**config.mk**
```make
export PLATFORM = sky130hd
export DESIGN_NAME = uart_slave
export DESIGN_NICKNAME = d
export VERILOG_FILES = /design/src/rtl/uart_slave.sv
export SDC_FILE = /design/constraint.sdc
export NUM_CORES = 1
export LEC_CHECK = 0
export ABC_AREA = 1
export CORE_ASPECT_RATIO = 0.9
export CORE_MARGIN = 8
export CORE_UTILIZATION = 39
export CTS_BUF_LIST = sky130_fd_sc_hd__clkbuf_16
export CTS_CLUSTER_DIAMETER = 120
export DETAILED_ROUTE_END_ITERATION = 10
export PLACE_DENSITY = 0.66
export SETUP_SLACK_MARGIN = 0.02
export SLEW_MARGIN = 15
export SYNTH_ARGS = -nofsm -noshare
export SYNTH_HDL_FRONTEND = slang
export SYNTH_SLANG_ARGS = --single-unit
```
**constraint.sdc**
```tcl
create_clock -name clk -period 2.2 [get_ports clk]
set_input_delay 0.44 -clock clk [delete_from_list [all_inputs] [get_ports clk]]
set_output_delay 0.44 -clock clk [all_outputs]
set_load 0.02 [all_outputs]
```
**src/rtl/uart_slave.sv**
```systemverilog
// uart_slave: memory-mapped UART peripheral for bus slave 2.
// Provides CTRL/STATUS/BAUD/TXDATA/RXDATA registers and an 8N1 transmitter.
// The 8N1 receiver is compiled in only when the UART_RX_EN macro is defined;
// without it the receiver logic is absent and its register fields read zero.

`ifndef ADDR_BUS_WIDTH
`define ADDR_BUS_WIDTH 32
`endif
`ifndef DATA_BUS_WIDTH
`define DATA_BUS_WIDTH 32
`endif
`ifndef ZERO_WORD
`define ZERO_WORD {`DATA_BUS_WIDTH{1'b0}}
`endif

module uart_slave #(
  parameter int BAUD_DIV_RST = 434,
  parameter int DIV_W        = 16
) (
  input  logic                       clk,
  input  logic                       rst,
  input  logic [`ADDR_BUS_WIDTH-1:0] addr_i,
  input  logic [`DATA_BUS_WIDTH-1:0] data_i,
  output logic [`DATA_BUS_WIDTH-1:0] data_o,
  input  logic                       we_i,
  input  logic                       rd_i,
  output logic                       tx_o,
  input  logic                       rx_i
);

  localparam logic [2:0] OFF_CTRL   = 3'd0;
  localparam logic [2:0] OFF_STATUS = 3'd1;
  localparam logic [2:0] OFF_BAUD   = 3'd2;
  localparam logic [2:0] OFF_TXDATA = 3'd3;
  localparam logic [2:0] OFF_RXDATA = 3'd4;

`ifdef UART_RX_EN
  localparam logic [1:0] CTRL_MASK = 2'b11;
`else
  localparam logic [1:0] CTRL_MASK = 2'b01;
`endif

  typedef enum logic [1:0] {TX_IDLE, TX_START, TX_DATA, TX_STOP} tx_state_e;

  logic [2:0]       offset;
  logic             wr_ctrl, wr_status, wr_baud, wr_txdata;
  logic [DIV_W-1:0] div_eff;

  logic [1:0]       ctrl_q, ctrl_d;
  logic [DIV_W-1:0] baud_q, baud_d;

  tx_state_e        tx_state_q, tx_state_d;
  logic [DIV_W-1:0] tx_cnt_q, tx_cnt_d;
  logic [DIV_W-1:0] tx_div_q, tx_div_d;
  logic [2:0]       tx_bit_q, tx_bit_d;
  logic [7:0]       tx_shift_q, tx_shift_d;
  logic             tx_q, tx_d;
  logic             tx_busy;

  logic             sts_rx_valid, sts_rx_overrun, sts_rx_frame_err;
  logic [7:0]       sts_rx_data;

  logic             unused_bits;

  assign offset    = addr_i[4:2];
  assign wr_ctrl   = we_i && (offset == OFF_CTRL);
  assign wr_status = we_i && (offset == OFF_STATUS);
  assign wr_baud   = we_i && (offset == OFF_BAUD);
  assign wr_txdata = we_i && (offset == OFF_TXDATA);
  assign div_eff   = (baud_q < DIV_W'(2)) ? DIV_W'(2) : baud_q;
  assign tx_busy   = (tx_state_q != TX_IDLE);
  assign tx_o      = tx_q;

  // Register-file next state: CTRL and BAUD take whole writes, CTRL masked to implemented bits
  always_comb begin
    ctrl_d = ctrl_q;
    baud_d = baud_q;
    if (wr_ctrl) ctrl_d = data_i[1:0] & CTRL_MASK;
    if (wr_baud) baud_d = data_i[DIV_W-1:0];
  end

  // Register-file state
  always_ff @(posedge clk) begin
    if (rst) begin
      ctrl_q <= 2'b00;
      baud_q <= DIV_W'(BAUD_DIV_RST);
    end else begin
      ctrl_q <= ctrl_d;
      baud_q <= baud_d;
    end
  end

  // Transmitter next state: each bit period lasts the divider latched at frame start
  always_comb begin
    tx_state_d = tx_state_q;
    tx_cnt_d   = tx_cnt_q;
    tx_div_d   = tx_div_q;
    tx_bit_d   = tx_bit_q;
    tx_shift_d = tx_shift_q;
    tx_d       = tx_q;
    case (tx_state_q)
      TX_IDLE: begin
        tx_d = 1'b1;
        if (wr_txdata && ctrl_q[0]) begin
          tx_state_d = TX_START;
          tx_div_d   = div_eff;
          tx_shift_d = data_i[7:0];
          tx_cnt_d   = '0;
          tx_d       = 1'b0;
        end
      end
      TX_START: begin
        if (tx_cnt_q == tx_div_q - DIV_W'(1)) begin
          tx_state_d = TX_DATA;
          tx_cnt_d   = '0;
          tx_bit_d   = 3'd0;
          tx_d       = tx_shift_q[0];
        end else begin
          tx_cnt_d = tx_cnt_q + DIV_W'(1);
        end
      end
      TX_DATA: begin
        if (tx_cnt_q == tx_div_q - DIV_W'(1)) begin
          tx_cnt_d = '0;
          if (tx_bit_q == 3'd7) begin
            tx_state_d = TX_STOP;
            tx_d       = 1'b1;
          end else begin
            tx_bit_d   = tx_bit_q + 3'd1;
            tx_shift_d = {1'b0, tx_shift_q[7:1]};
            tx_d       = tx_shift_q[1];
          end
        end else begin
          tx_cnt_d = tx_cnt_q + DIV_W'(1);
        end
      end
      TX_STOP: begin
        if (tx_cnt_q == tx_div_q - DIV_W'(1)) begin
          tx_state_d = TX_IDLE;
          tx_cnt_d   = '0;
          tx_d       = 1'b1;
        end else begin
          tx_cnt_d = tx_cnt_q + DIV_W'(1);
        end
      end
      default: begin
        tx_state_d = TX_IDLE;
        tx_d       = 1'b1;
      end
    endcase
  end

  // Transmitter state; reset abandons any frame and returns the line to idle high
  always_ff @(posedge clk) begin
    if (rst) begin
      tx_state_q <= TX_IDLE;
      tx_cnt_q   <= '0;
      tx_div_q   <= DIV_W'(2);
      tx_bit_q   <= 3'd0;
      tx_shift_q <= 8'h00;
      tx_q       <= 1'b1;
    end else begin
      tx_state_q <= tx_state_d;
      tx_cnt_q   <= tx_cnt_d;
      tx_div_q   <= tx_div_d;
      tx_bit_q   <= tx_bit_d;
      tx_shift_q <= tx_shift_d;
      tx_q       <= tx_d;
    end
  end

`ifdef UART_RX_EN
  typedef enum logic [2:0] {RX_IDLE, RX_START, RX_DATA, RX_STOP, RX_BREAK} rx_state_e;

  rx_state_e        rx_state_q, rx_state_d;
  logic             rx_s1_q, rx_s2_q, rx_prev_q;
  logic [DIV_W-1:0] rx_cnt_q, rx_cnt_d;
  logic [DIV_W-1:0] rx_div_q, rx_div_d;
  logic [DIV_W-1:0] rx_half;
  logic [2:0]       rx_bit_q, rx_bit_d;
  logic [7:0]       rx_shift_q, rx_shift_d;
  logic [7:0]       rx_data_q, rx_data_d;
  logic             rx_valid_q, rx_valid_d;
  logic             rx_overrun_q, rx_overrun_d;
  logic             rx_frame_err_q, rx_frame_err_d;
  logic             rd_clear;

  assign rx_half  = {1'b0, rx_div_q[DIV_W-1:1]};
  assign rd_clear = rd_i && (offset == OFF_RXDATA);

  // Receiver next state; a host read of RXDATA wins over a byte completing in the same cycle
  always_comb begin
    rx_state_d     = rx_state_q;
    rx_cnt_d       = rx_cnt_q;
    rx_div_d       = rx_div_q;
    rx_bit_d       = rx_bit_q;
    rx_shift_d     = rx_shift_q;
    rx_data_d      = rx_data_q;
    rx_valid_d     = rx_valid_q;
    rx_overrun_d   = rx_overrun_q;
    rx_frame_err_d = rx_frame_err_q;
    if (wr_status) begin
      rx_overrun_d   = 1'b0;
      rx_frame_err_d = 1'b0;
    end
    if (rd_clear) rx_valid_d = 1'b0;
    case (rx_state_q)
      RX_IDLE: begin
        if (ctrl_q[1] && rx_prev_q && !rx_s2_q) begin
          rx_state_d = RX_START;
          rx_cnt_d   = '0;
          rx_div_d   = div_eff;
        end
      end
      RX_START: begin
        if (rx_cnt_q == rx_half - DIV_W'(1)) begin
          rx_cnt_d = '0;
          if (rx_s2_q) begin
            rx_state_d = RX_IDLE;
          end else begin
            rx_state_d = RX_DATA;
            rx_bit_d   = 3'd0;
          end
        end else begin
          rx_cnt_d = rx_cnt_q + DIV_W'(1);
        end
      end
      RX_DATA: begin
        if (rx_cnt_q == rx_div_q - DIV_W'(1)) begin
          rx_cnt_d   = '0;
          rx_shift_d = {rx_s2_q, rx_shift_q[7:1]};
          if (rx_bit_q == 3'd7) rx_state_d = RX_STOP;
          else                  rx_bit_d   = rx_bit_q + 3'd1;
        end else begin
          rx_cnt_d = rx_cnt_q + DIV_W'(1);
        end
      end
      RX_STOP: begin
        if (rx_cnt_q == rx_div_q - DIV_W'(1)) begin
          rx_cnt_d = '0;
          if (rx_s2_q) begin
            rx_state_d = RX_IDLE;
            rx_data_d  = rx_shift_q;
            if (!rd_clear) begin
              if (rx_valid_q) rx_overrun_d = 1'b1;
              rx_valid_d = 1'b1;
            end
          end else begin
            rx_state_d     = RX_BREAK;
            rx_frame_err_d = 1'b1;
          end
        end else begin
          rx_cnt_d = rx_cnt_q + DIV_W'(1);
        end
      end
      RX_BREAK: begin
        if (rx_s2_q) rx_state_d = RX_IDLE;
      end
      default: rx_state_d = RX_IDLE;
    endcase
    if (!ctrl_q[1]) rx_state_d = RX_IDLE;
  end

  // Receiver state plus the two-flop synchroniser and edge-detect history for rx_i
  always_ff @(posedge clk) begin
    if (rst) begin
      rx_s1_q        <= 1'b1;
      rx_s2_q        <= 1'b1;
      rx_prev_q      <= 1'b1;
      rx_state_q     <= RX_IDLE;
      rx_cnt_q       <= '0;
      rx_div_q       <= DIV_W'(2);
      rx_bit_q       <= 3'd0;
      rx_shift_q     <= 8'h00;
      rx_data_q      <= 8'h00;
      rx_valid_q     <= 1'b0;
      rx_overrun_q   <= 1'b0;
      rx_frame_err_q <= 1'b0;
    end else begin
      rx_s1_q        <= rx_i;
      rx_s2_q        <= rx_s1_q;
      rx_prev_q      <= rx_s2_q;
      rx_state_q     <= rx_state_d;
      rx_cnt_q       <= rx_cnt_d;
      rx_div_q       <= rx_div_d;
      rx_bit_q       <= rx_bit_d;
      rx_shift_q     <= rx_shift_d;
      rx_data_q      <= rx_data_d;
      rx_valid_q     <= rx_valid_d;
      rx_overrun_q   <= rx_overrun_d;
      rx_frame_err_q <= rx_frame_err_d;
    end
  end

  assign sts_rx_valid     = rx_valid_q;
  assign sts_rx_overrun   = rx_overrun_q;
  assign sts_rx_frame_err = rx_frame_err_q;
  assign sts_rx_data      = rx_data_q;
  assign unused_bits      = ^{addr_i, data_i};
`else
  assign sts_rx_valid     = 1'b0;
  assign sts_rx_overrun   = 1'b0;
  assign sts_rx_frame_err = 1'b0;
  assign sts_rx_data      = 8'h00;
  assign unused_bits      = ^{addr_i, data_i, rd_i, rx_i};
`endif

  // Combinational read mux; reads have no dependency on rd_i
  always_comb begin
    data_o = `ZERO_WORD;
    case (offset)
      OFF_CTRL:   data_o[1:0]       = ctrl_q;
      OFF_STATUS: data_o[3:0]       = {sts_rx_frame_err, sts_rx_overrun, sts_rx_valid, tx_busy};
      OFF_BAUD:   data_o[DIV_W-1:0] = baud_q;
      OFF_RXDATA: data_o[7:0]       = sts_rx_data;
      default:    data_o            = `ZERO_WORD;
    endcase
  end

endmodule

```
**After elaboration in Yosys (flattened, before gate mapping)**

Cells that the tools add are included.

- Register bits: 63
- Input port bits: 69
- Output and inout bits: 33
- Logic and storage cells: 69

- Add/subtract/negate cells: 3
- Order comparisons: 1
- Equal/unequal tests: 14
- Mux-type cells: 28
- Reductions and logical operators: 15

Operators with widths:

| kind | number |
|---|---|
| $mux 16 | 3 |
| $mux 8 | 4 |
| $pmux 16 s2 | 1 |
| $add 16x1->16 const B | 1 |
| $eq 16x16->1 | 1 |
| $lt 16x2->1 const B | 1 |
| $pmux 8 s2 | 1 |
| $sub 16x1->16 const B | 1 |
| $mux 2 | 6 |
| $ne 2x2->1 const B | 6 |
| $mux 3 | 3 |
| $pmux 2 s4 | 1 |
| $reduce_and 4->1 | 2 |
| $eq 3x2->1 const B | 2 |
| $pmux 2 s3 | 1 |
| $pmux 3 s2 | 1 |
| $reduce_bool 2->1 | 3 |
| $mux 1 | 5 |
| $reduce_and 5->1 | 1 |
| $eq 2x2->1 const B | 2 |
| $logic_and 1x1->1 | 4 |
| $mux 4 | 1 |
| $pmux 1 s4 | 1 |
| $add 3x1->3 const B | 1 |
| other kinds (8) | 8 |

**Longest topological paths before layout**

- Depth in word-level cells: 5
- Depth in mapped cells: 18
- Depth with buffers taken out: 17

**Worst setup path after synthesis**

No wires, ideal clock.

- Path type: flip-flop to flip-flop
- Start point: register tx_div_q[0]
- End point: register tx_cnt_q[13]
- Library setup time: 0.117 ns
- Arrival time: 1.890 ns
- Required time: 2.083 ns
- Path slack: 0.193 ns
- Stages on the path, launching flop included: 15
- Path buffers: 1
- Path through: dfxtp_1 -> inv_1 -> ha_1 -> nand2_2 -> nor2_4 -> nand2_1 -> nand2_1 -> nand2_2 -> nor2_1 -> nand2_1 -> nor2_2 -> nand3_2 -> a21oi_4 -> buf_6 -> nor2_2

- Word-level cells in the longest chain between the ends: 4

RTL lines:

| item | RTL line | source |
|---|---|---|
| start, declared | 54 | `logic [DIV_W-1:0] tx_div_q, tx_div_d;` |
| start signal, assigned | 165 | `tx_div_q <= tx_div_d;` |
| $sub 16x1->16 | 113, 123, 138 |  |
| $eq 16x16->1 | 113, 123, 138 |  |
| $mux 16 | 113, 123, 138 |  |
| $pmux 16 s2 | 101 | `case (tx_state_q)` |
| end signal, assigned | 164 | `tx_cnt_q <= tx_cnt_d;` |
| end, declared | 53 | `logic [DIV_W-1:0] tx_cnt_q, tx_cnt_d;` |

No other way between the ends.
A chain may end at the register's enable or synchronous reset.

**Worst setup path after layout**

- Start point: register tx_div_q[1]
- End point: register tx_cnt_q[11]

The elaborated chain is that of the path after synthesis.

==> impl_metrics.py <==
metrics = {
    "logic_synthesis": {
        "synth_cell_types": 35,
        "yosysTopAreaCellShare_pct": 31.5,
        "async_flop_share_pct": 0,
        "synth_area_mm2": 0.00400,
        "ys_ff_latch": 63,
        "ys_seq_area_share_pct": 31.5,
        "yosys-top-cells-count": "147 x nand2_1, 89 x inv_1, 79 x nor2_1",
        "syn_avg_cell_area_um2": 6.34,
        "synth.area.top_cells": "dfxtp_1 32%, nand2_1 14%, inv_1 8.4%, nor2_1 7.4%, nand3_1 5.3%",
        "yosysMostFrequentCell": "nand2_1",
        "synth_area_leader_cell": "dfxtp_1",
        "ys_warn_count": 0,
        "synth_cells": 631,
        "synth_ff_type": "dfxtp_1",
        "synth_edf_count": 0,
    },
    "final_layout": {
        "n_fill_cell": 1020,
        "post-route-util_pct": 51.3,
        "areaGrowthSynthToFinish_pct": 29.9,
        "drive_gt1_share_pct": 20.6,
        "seqCellArea_mm2": 0.00127,
        "final_cell_area_mm2": 0.00519,
        "multi_input_area_mm2": 0.00242,
        "finalNetCount": 791,
        "antenna_cells": 0,
    },
    "setup_path": {
        "reg2reg_to": "tx_cnt_q[11]$_SDFFE_PP0P_",
        "crit_required_ns": 2.42,
        "r2r_start": "tx_div_q[1]$_SDFFE_PP1P_",
        "crit_fanout": 14,
        "rr_worst_depth": 16,
        "critical_path.endpoint_type": "flop",
        "start_kind": "flop",
        "crit_type": "reg -> reg",
        "reg2reg_slack_ns": 0.07,
        "arrival_ns": 2.35,
    },
    "place": {
        "gp_congestion": 0.866,
        "portBuffers": 38,
        "place_area_mm2": 0.00474,
        "post-dp-hpwl_mm": 8.20,
    },
    "floorplan": {
        "dieArea_mm2": 0.0138,
        "core_area_mm2": 0.0101,
        "die_y_um": 112,
        "fp-row-count": 35,
        "die-width_um": 123,
        "pin_count": 102,
        "initial_core_util_pct": 39.5,
    },
    "clock_tree": {
        "cts_sinks": 63,
        "htree_levels": 3,
        "cts_tree": "built",
        "cts-hold-fix-buffers": 0,
        "clk_path_buf_depth": 2,
        "cts_root_buf": "clkbuf_16",
        "cts_buffers": 9,
        "clock_latency_ns": 0.33,
        "cts.clk_slew.worst_paths_ns": 0.05,
    },
    "power": {
        "p_int_uw": 2670,
        "combPwrFrac_pct": 35.7,
        "power.density_mw_per_mm2": 801,
        "power_leakage_uw": 0.00250,
        "switching_share_pct": 35.8,
        "finalPower_uw": 4160,
        "seqPwrFrac_pct": 31.5,
        "ir_drop_mv": 0.883,
        "switchingPower_uw": 1490,
        "p_clk_share_pct": 32.7,
    },
    "grt": {
        "grt_antenna_before_repair": 0,
        "first_global_vias": 3927,
        "overflow": 0,
        "grt_util_all_layers_pct": 16.1,
        "grt_max_degree": 53,
        "grt_pass1_wl_mm": 18.1,
    },
    "timing": {
        "hold_viol": 0,
        "fin_setup_tns_ns": 0,
        "drv_slew": 0,
        "finalSetupViolCount": 0,
        "hold-worst-slack_ns": 0.485,
        "fin_skew_ns": 0.00445,
        "fin_crit_sh_pct": 96.9,
        "slew_headroom_pct": 62.0,
        "timing.final.crit_period_ns": 2.13,
        "fmax_ghz": 0.469,
        "rsz0062_at_grt": "yes",
        "tightest_slew_ns": 0.564,
    },
    "routing": {
        "routed_wl_mm": 11.0,
        "wire_per_inst_um": 13.1,
        "drt_first_pass_iters": 4,
        "drc_errors": 0,
        "vias_per_cell": 4.87,
        "ant_nets": 0,
        "drt_iter0_markers": 295,
        "vias": 4119,
    },
    "hold_path": {
        "hold_depth": 2,
        "worstHoldStart": "tx_bit_q[2]$_SDFFE_PP0P_",
        "hold_class": "reg -> reg",
        "holdPathEnd": "tx_bit_q[2]$_SDFFE_PP0P_",
    },
    "outcome": {
        "status": "finished clean",
    },
    "job": {
        "maxCapViolations": 0,
    },
}
how the worst max path moves through the flow:
stage                                         from                    endpoint  slack [ns]  cells past startpoint
after floorplan           tx_div_q[0]$_SDFFE_PP0P_   tx_cnt_q[13]$_SDFFE_PP0P_        0.19                     14
after global placement                   addr_i[4]                  data_o[11]       -0.31                      6
after detailed placement                 addr_i[4]                  data_o[15]       -0.38                      6
after CTS                                addr_i[4]                  data_o[15]       0.009                      6
after global routing      tx_div_q[1]$_SDFFE_PP1P_  tx_state_q[1]$_SDFFE_PP0P_       -0.08                     18
final                     tx_div_q[1]$_SDFFE_PP1P_   tx_cnt_q[11]$_SDFFE_PP0P_        0.07                     16
stage by stage:
| stage | std cells | setup WS, ns |
|---|---|---|
| after CTS | 839 | 0.00902 |
| after detailed placement | 823 | -0.382 |
| final | 846 | 0.0678 |
| after global placement | 823 | -0.312 |
| after floorplan | 646 | 0.193 |
| after global routing | 846 | -0.0848 |
cell usage in the layout (no fill, tap or decap), types with 2 or more instances in the layout:
cell type        instances
nand3_2                  4
clkbuf_16                9
conb_1                  16
buf_4                   45
buf_12                   3
o21bai_1                 2
buf_2                   15
nand3_1                 38
o21ai_0                 39
nor3_1                   6
nor2_4                   6
nand2_4                  5
nor2_2                  27
ha_1                     8
a31oi_1                  2
nand4_1                 11
inv_2                    3
dfxtp_1                 58
a21oi_1                 39
nand2_1                141
nand2_2                 12
inv_1                   87
xor2_1                   3
xnor2_1                  7
nor2_1                  64
clkinv_1                 3
nor3_2                   2
nor4_1                   6
dfxtp_2                  5
nand3b_1                 7
o211ai_1                 6
clkdlybuf4s50_1         22
buf_6                    3
what timing repair did:
| item | CTS | global route |
|---|---|---|
| cloned | 0 | 1 |
| setup endpoints to repair | 40 | 46 |
| pin swaps | 2 | 20 |
| setup buffers | 1 | 6 |
| gates resized for setup | 56 | 62 |
| hold endpoints to repair | 0 | 0 |
kinds of logic (layout without fill, tap and decap cells):
kind of cell / count (synthesis) / count (layout) / share of synthesized area, %
simple gates: 332 / 333 / 37.0
compound gates: 93 / 93 / 12.7
flops: 63 / 63 / 31.5
other cells: 1 / 16 / 0.0938
xor+xnor: 10 / 10 / 2.19
fa+ha+maj: 9 / 9 / 2.82
buf+inv: 123 / 193 / 13.6
per-layer routing:
| metal | vias to the layer above | routed length [um] | share of wire [%] | GRT usage [%] |
|---|---|---|---|---|
| li1 | 2143 | - | - | - |
| met1 | 1877 | 5170 | 47 | 20.2 |
| met2 | 87 | 5160 | 47 | 25.8 |
| met3 | 12 | 537 | 4.9 | 4.92 |
| met4 | 0 | 167 | 1.5 | 5.19 |
| met5 | - | 0 | 0 | 0 |
critical path, cell delays in order, from the launching register on:
cell and delay, ns:
dfxtp_2 0.33, inv_2 0.05, ha_4 0.26, inv_2 0.03, nand2_1 0.05, nand2_1 0.05, nor2_2 0.12, inv_1 0.06
nor2_2 0.10, nand2_1 0.07, nor2_1 0.12, nand2_1 0.09, nor2_2 0.15, nand3_4 0.13, a21oi_4 0.19, buf_12 0.17
nor3_1 0.05
power by group through the flow:
stage          clock network (uW)  registers, uW  logic (uW)
2_1_floorplan                   0           1320         957
3_3_place_gp                    0           1330        1220
3_5_place_dp                    0           1330        1250
4_1_cts                      1390           1310        1320
5_1_grt                      1430           1330        1650
6_report                     1360           1310        1490
sequential cells by signal, summed over array words and instances, names as in the netlist:
name,flops
tx_shift_q,8
tx_div_q,16
baud_q,16
tx_bit_q,3
ctrl_q,1
tx_o,1
tx_state_q,2
tx_cnt_q,16
final cells by class:
class	count	share of cell area, %
multi-input cells	461	46.6
flip-flops and latches	63	24.4
repair buffers	88	14.0
inverters	90	6.50
clock buffers	9	4.34
well taps	129	3.11
clock inverters	6	1.04
(Power assumes the default switching activity.)
